$ cat src/rtl/unified_mem_arbiter.sv
// Arbitrates one single-ported memory between the fetch path and the load/store path.
// Each access runs IDLE -> BUSY -> RESP; a hung BUSY phase is aborted with an error response.
module unified_mem_arbiter #(
    parameter int AW      = 32,
    parameter int DW      = 32,
    parameter int TIMEOUT = 16
) (
    input  logic          clk,
    input  logic          reset,
    input  logic          if_req,
    input  logic [AW-1:0] if_addr,
    output logic [DW-1:0] if_rdata,
    output logic          if_valid,
    input  logic          d_req,
    input  logic          d_we,
    input  logic [AW-1:0] d_addr,
    input  logic [DW-1:0] d_wdata,
    output logic [DW-1:0] d_rdata,
    output logic          d_valid,
    output logic          err,
    output logic          pc_stall,
    output logic          mem_req,
    output logic          mem_we,
    output logic [AW-1:0] mem_addr,
    output logic [DW-1:0] mem_wdata,
    input  logic [DW-1:0] mem_rdata,
    input  logic          mem_ready
);

    localparam logic [1:0] S_IDLE = 2'd0;
    localparam logic [1:0] S_BUSY = 2'd1;
    localparam logic [1:0] S_RESP = 2'd2;
    localparam logic       PORT_IF = 1'b0;
    localparam logic       PORT_D  = 1'b1;
    localparam logic [7:0] TO_LAST = 8'(TIMEOUT - 1);

    logic [1:0]    state_q, state_d;
    logic          last_grant_q, last_grant_d;
    logic          port_q, port_d;
    logic [AW-1:0] addr_q, addr_d;
    logic          we_q, we_d;
    logic [DW-1:0] wdata_q, wdata_d;
    logic [7:0]    cnt_q, cnt_d;
    logic          mem_req_q, mem_req_d;
    logic          mem_we_q, mem_we_d;
    logic          if_valid_q, if_valid_d;
    logic          d_valid_q, d_valid_d;
    logic          err_q, err_d;
    logic [DW-1:0] if_rdata_q, if_rdata_d;
    logic [DW-1:0] d_rdata_q, d_rdata_d;
    logic          gnt;
    logic          done;
    logic          timed_out;
    logic [DW-1:0] rdata_cap;

    always_comb begin
        state_d      = state_q;
        last_grant_d = last_grant_q;
        port_d       = port_q;
        addr_d       = addr_q;
        we_d         = we_q;
        wdata_d      = wdata_q;
        cnt_d        = cnt_q;
        if_rdata_d   = if_rdata_q;
        d_rdata_d    = d_rdata_q;
        mem_req_d    = 1'b0;
        mem_we_d     = 1'b0;
        if_valid_d   = 1'b0;
        d_valid_d    = 1'b0;
        err_d        = 1'b0;
        gnt          = PORT_IF;
        done         = 1'b0;
        timed_out    = 1'b0;
        rdata_cap    = '0;
        case (state_q)
            S_IDLE: begin
                if (if_req || d_req) begin
                    // Under contention the port that did not win last time goes first
                    if (if_req && d_req) gnt = ~last_grant_q;
                    else                 gnt = d_req ? PORT_D : PORT_IF;
                    port_d       = gnt;
                    last_grant_d = gnt;
                    addr_d       = (gnt == PORT_D) ? d_addr : if_addr;
                    we_d         = (gnt == PORT_D) & d_we;
                    wdata_d      = (gnt == PORT_D) ? d_wdata : '0;
                    cnt_d        = '0;
                    mem_req_d    = 1'b1;
                    mem_we_d     = (gnt == PORT_D) & d_we;
                    state_d      = S_BUSY;
                end
            end
            S_BUSY: begin
                mem_req_d = 1'b1;
                mem_we_d  = we_q;
                cnt_d     = cnt_q + 8'd1;
                if (mem_ready) begin
                    done      = 1'b1;
                    rdata_cap = mem_rdata;
                end else if (cnt_q == TO_LAST) begin
                    done      = 1'b1;
                    timed_out = 1'b1;
                end
                if (done) begin
                    state_d   = S_RESP;
                    mem_req_d = 1'b0;
                    mem_we_d  = 1'b0;
                    err_d     = timed_out;
                    if (port_q == PORT_IF) begin
                        if_valid_d = 1'b1;
                        if_rdata_d = rdata_cap;
                    end else begin
                        d_valid_d = 1'b1;
                        if (!we_q) d_rdata_d = rdata_cap;
                    end
                end
            end
            S_RESP: begin
                state_d = S_IDLE;
                cnt_d   = '0;
            end
            default: state_d = S_IDLE;
        endcase
    end

    always_ff @(posedge clk) begin
        if (reset) begin
            state_q      <= S_IDLE;
            last_grant_q <= PORT_D;
            port_q       <= PORT_IF;
            addr_q       <= '0;
            we_q         <= 1'b0;
            wdata_q      <= '0;
            cnt_q        <= '0;
            mem_req_q    <= 1'b0;
            mem_we_q     <= 1'b0;
            if_valid_q   <= 1'b0;
            d_valid_q    <= 1'b0;
            err_q        <= 1'b0;
            if_rdata_q   <= '0;
            d_rdata_q    <= '0;
        end else begin
            state_q      <= state_d;
            last_grant_q <= last_grant_d;
            port_q       <= port_d;
            addr_q       <= addr_d;
            we_q         <= we_d;
            wdata_q      <= wdata_d;
            cnt_q        <= cnt_d;
            mem_req_q    <= mem_req_d;
            mem_we_q     <= mem_we_d;
            if_valid_q   <= if_valid_d;
            d_valid_q    <= d_valid_d;
            err_q        <= err_d;
            if_rdata_q   <= if_rdata_d;
            d_rdata_q    <= d_rdata_d;
        end
    end

    assign if_rdata  = if_rdata_q;
    assign if_valid  = if_valid_q;
    assign d_rdata   = d_rdata_q;
    assign d_valid   = d_valid_q;
    assign err       = err_q;
    assign pc_stall  = if_req & ~if_valid_q;
    assign mem_req   = mem_req_q;
    assign mem_we    = mem_we_q;
    assign mem_addr  = addr_q;
    assign mem_wdata = wdata_q;

endmodule

$ cat config.mk
export PLATFORM = sky130hd
export DESIGN_NAME = unified_mem_arbiter
export DESIGN_NICKNAME = d
export VERILOG_FILES = /design/src/rtl/unified_mem_arbiter.sv
export SDC_FILE = /design/constraint.sdc
export NUM_CORES = 1
export LEC_CHECK = 0
export ABC_AREA = 1
export CAP_MARGIN = 20
export CORE_MARGIN = 1.5
export CORE_UTILIZATION = 40
export DETAILED_ROUTE_END_ITERATION = 7
export MAX_ROUTING_LAYER = met4
export PLACE_DENSITY_LB_ADDON = 0.2
export SLEW_MARGIN = 25
export SYNTH_ARGS = -nofsm -noshare
export SYNTH_HDL_FRONTEND = slang
export SYNTH_SLANG_ARGS = --single-unit
$ cat constraint.sdc
create_clock -name clk -period 2.2 [get_ports clk]
set_clock_uncertainty 0.2 [all_clocks]
set_input_delay 0.44 -clock clk [delete_from_list [all_inputs] [get_ports clk]]
set_output_delay 0.44 -clock clk [all_outputs]
set_load 0.01 [all_outputs]
# Word-level counts from Yosys, hierarchy flattened

Cells that the tools add are included.

Input port bits: 134
Register bits after elaboration: 146
Output and inout port bits: 134
Logic and storage cells: 62

Bitwise logic cells: 8
Reduce and logical (&&, ||, !) cells: 11
Muxes and demuxes: 23
$add $sub $neg: 1
Equality and inequality tests: 5

Operators with widths:

| kind                | number |
|---|---|
| $mux 32             | 3 |
| $pmux 8 s3          | 1 |
| $mux 1              | 13 |
| $add 8x1->8 const B | 1 |
| $eq 8x4->1 const B  | 1 |
| $mux 8              | 1 |
| $not 1->1           | 6 |
| $reduce_and 2->1    | 3 |
| $mux 2              | 2 |
| $ne 2x2->1 const B  | 2 |
| $pmux 1 s2          | 2 |
| $pmux 2 s2          | 1 |
| $reduce_and 4->1    | 1 |
| $reduce_or 4->1     | 1 |
| $reduce_and 3->1    | 1 |
| $reduce_bool 3->1   | 1 |
| $reduce_or 3->1     | 1 |
| $and 1x1->1         | 2 |
| $eq 2x1->1 const B  | 1 |
| $eq 2x2->1 const B  | 1 |
| $logic_not 2->1     | 1 |
| $logic_and 1x1->1   | 1 |
| $logic_or 1x1->1    | 1 |

# Longest topological paths before layout

Depth after elaboration: 7
Mapped depth: 9
Gate-level depth less buffers: 7

# Worst setup path before layout

Ideal clock, no wire load.

Path type: register to register
Start: reg cnt_q[0]
End: reg if_rdata_q[10] (netlist: if_rdata[10])
Slack: 0.499 ns
Required time: 1.887 ns
Cell stages (with the launch flop): 9
Arrival time: 1.388 ns
Buffers on the path: 2
Setup time: 0.113 ns
Period minus slack after synthesis: 1.701 ns
Cells stage by stage: dfxtp_1 > ha_1 > nand3_2 > o21bai_2 > nand3_1 > buf_2 > buf_2 > nor2_1 > nor2_1

Cells in the longest elaborated chain, start to end: 5

RTL lines:

| item                       | line | text |
|---|---|---|
| from (decl)                | 43   | `logic [7:0] cnt_q, cnt_d;` |
| from (signal assigned)     | 148  | `cnt_q <= cnt_d;` |
| $eq 8x4->1                 | 99   | `end else if (cnt_q == TO_LAST) begin` |
| $mux 1                     | 99   |  |
| $mux 1                     | 96   | `if (mem_ready) begin` |
| $mux 1                     | 75   | `case (state_q)` |
| $reduce_and 3->1 (no line) | n/a  |  |
| to (signal assigned)       | 154  | `if_rdata_q <= if_rdata_d;` |
| to (decl)                  | 49   | `logic [DW-1:0] if_rdata_q, if_rdata_d;` |

Every way passes these cells. The select of a mux whose other input is x is not followed.
A chain may end at the register's enable or synchronous reset.

# Worst setup path in the final report

Start: in if_req
End: out pc_stall

Cells in the longest elaborated chain, start to end: 1

RTL lines:

| item        | line | text |
|---|---|---|
| from (decl) | 10   | `input logic if_req,` |
| $and 1x1->1 | 164  | `assign pc_stall = if_req & ~if_valid_q;` |
| to (decl)   | 21   | `output logic pc_stall,` |

Every way passes these cells.

==> impl_metrics.json <==
{
  "grt_pass1_wl_mm": 27.3,
  "grtUsageMet2": 0.356,
  "layout_commonest_cell": "nand2_1",
  "core-area_sq_um": 15100,
  "grt_max_degree": 67,
  "gr-usage-met1": 0.264,
  "peakVddDrop_uv": 487,
  "crit_chain": "clkdlybuf4s50_1 -> inv_1 -> nor2_1 -> dlygate4sd2_1",
  "slew_headroom": 0.696,
  "synthSimpleGateAreaFrac": 0.302,
  "hold_path.class": "reg -> reg",
  "fillers": 1399,
  "yosysUniqueCellTypes": 27,
  "multiInputGateArea_sq_um": 2500,
  "antenna_found_initial": 1,
  "use_met3": 0.0654,
  "setup_viol": 0,
  "drt_iter0_drc": 295,
  "initial_core_util": 0.405,
  "hold_buffers": 0,
  "drc": 0,
  "avgSynthCellArea_sq_um": 6.73,
  "rows": 45,
  "max_stage_delay_ps": 520,
  "synth_area_sq_um": 6110,
  "crit_path_end_kind": "primary output",
  "drive_above_1_share": 0.0536,
  "arrival_ps": 1430,
  "synth_fa_ha_area_frac": 0.00205,
  "numCtsBuffers": 17,
  "grt_pass1_vias": 5634,
  "p_leak_nw": 4.34,
  "worstPathRequired_ps": 1560,
  "cts_sinks": 146,
  "synth-compound-area-share": 0.104,
  "synthCells": 909,
  "cp_slowest_cell": "clkdlybuf4s50_1",
  "area_delta_synth_final_pct": 58.1,
  "fin_crit_sh": 0.939,
  "outcome": "complete, no violations",
  "synth_xor_area_frac": 0,
  "p_per_area_nw_per_um2": 727,
  "wirelength_mm": 17.0,
  "layout.nets": 1298,
  "antenna_left": 0,
  "cts_tree": "built",
  "cts_root_buffer": "clkbuf_16",
  "die_h_microns": 127,
  "vias": 6204,
  "rsz0062_at_grt": "false",
  "max_freq_mhz": 484,
  "timing_worst_slew_pin_value_ps": 456,
  "synth_mux_area_frac": 0,
  "hold_viol_final": 0,
  "gr-total-overflow": 0,
  "portBuffers": 267,
  "clk_pin_slew_ps": 60,
  "critPathMaxFanout": 2,
  "dieArea_sq_um": 16000,
  "synth_warnings": 0,
  "fp.dieW_microns": 127,
  "clk_path_buf_depth": 2,
  "routedWlPerCell_microns": 12.5,
  "yosysSeqAreaShare": 0.478,
  "cap_violations": 0,
  "busiest_layer": "met2",
  "final.setup.tns_ps": 0,
  "gp_congestion": 0.797,
  "regArea_sq_um": 2920,
  "crit_path_start_kind": "input pin",
  "dp_hpwl_mm": 11.7,
  "dr.pass1.iters": 5,
  "grtUsageTotal": 0.220,
  "crit_type": "in -> out",
  "clock_latency_ps": 400,
  "cts_resized": 1,
  "synth_seq_cells": 146,
  "layout_common_cells": "313 x nand2_1, 266 x clkdlybuf4s50_1, 146 x dfxtp_1",
  "synth_top_family_by_area": "simple AND/OR/NAND/NOR gates",
  "period_needed_ps": 2070,
  "drv_slew": 0,
  "fin_util": 0.641,
  "ios": 268,
  "syn_nets": 1044,
  "viasPerCell": 4.55,
  "cts_setup_buffers": 0,
  "htreeDepth": 4
}
==> layout make-up <==
| type | instances | area share |
|---|---|---|
| antenna | 1 | 0.000259 |
| clock buffer | 22 | 0.0470 |
| clock inverter | 10 | 0.0138 |
| inverter | 123 | 0.0478 |
| multi-input combinational | 585 | 0.259 |
| sequential | 146 | 0.302 |
| tap | 188 | 0.0243 |
| timing repair buffer | 290 | 0.306 |
==> sequential cells by signal (all words and copies together), names as in the netlist, 2 cells and up <==
name       flops
state_q        2
cnt_q          8
d_rdata       32
mem_wdata     32
if_rdata      32
mem_addr      32
==> metal layers <==
layer / up-vias / share of wire
met2: 192 / 0.47
met5: - / 0
met1: 2714 / 0.45
met4: 0 / 0.015
li1: 3281 / -
met3: 17 / 0.066
==> worst paths after layout <==
check,depth (start not counted),slack [ps],endpoint,start
hold reg to reg,2,260,mem_wdata[20]$_SDFFE_PP0P_,mem_wdata[20]$_SDFFE_PP0P_
setup / recovery,4,130,pc_stall,if_req
hold / removal,2,260,mem_wdata[20]$_SDFFE_PP0P_,mem_wdata[20]$_SDFFE_PP0P_
setup reg to reg,7,330,d_rdata[17]$_SDFFE_PP0P_,cnt_q[0]$_SDFFE_PP0P_
==> synthesized netlist by cell type (all sizes together) <==
cell	number	share of area
nand4	19	0.019
o21a	2	0.0025
o21ai	35	0.029
inv	123	0.076
buf	20	0.017
clkbuf	35	0.021
or2	1	0.0010
nand3	8	0.0082
nor3	1	0.00082
and2	1	0.0010
nand2	314	0.19
a31oi	32	0.033
dfxtp	146	0.48
o211ai	1	0.0012
o21bai	1	0.0018
and3	1	0.0010
nor2	124	0.077
a21oi	43	0.036
a211oi	1	0.0012
ha	1	0.0020
==> worst max-delay path: cells and delay by family <==
kind | cells | cell delay [ps]
buf+inv | 3 | 910
simple gates | 1 | 70
==> metrics by stage <==
| stage | hold slack, ps | std cells | worst slack (ps) | power [mW] | area, sq um |
|---|---|---|---|---|---|
| 6_report | 263 | 1365 | 134 | 7.03 | 9670 |
| 2_1_floorplan | 245 | 909 | 499 | 3.48 | 6110 |
| 5_1_grt | 278 | 1365 | 103 | 7.35 | 9670 |
| 4_1_cts | 264 | 1364 | 151 | 7.10 | 9660 |
| 3_3_place_gp | 251 | 1332 | -132 | 4.19 | 9080 |
| 3_5_place_dp | 255 | 1332 | -124 | 4.20 | 9080 |
==> report_power, final <==
| group | internal (mW) | switching, mW |
|---|---|---|
| clock network | 1.81 | 1.09 |
| logic | 0.667 | 0.580 |
| registers | 2.81 | 0.0793 |
==> cell families (layout without fill, tap and decap cells) <==
family	Yosys count	count (layout)
flops	146	146
buf+inv	178	445
other cells	0	1
fa+ha+maj	1	1
simple gates	469	469
compound gates	115	115
Note: power is estimated with default switching activity, not from simulation.
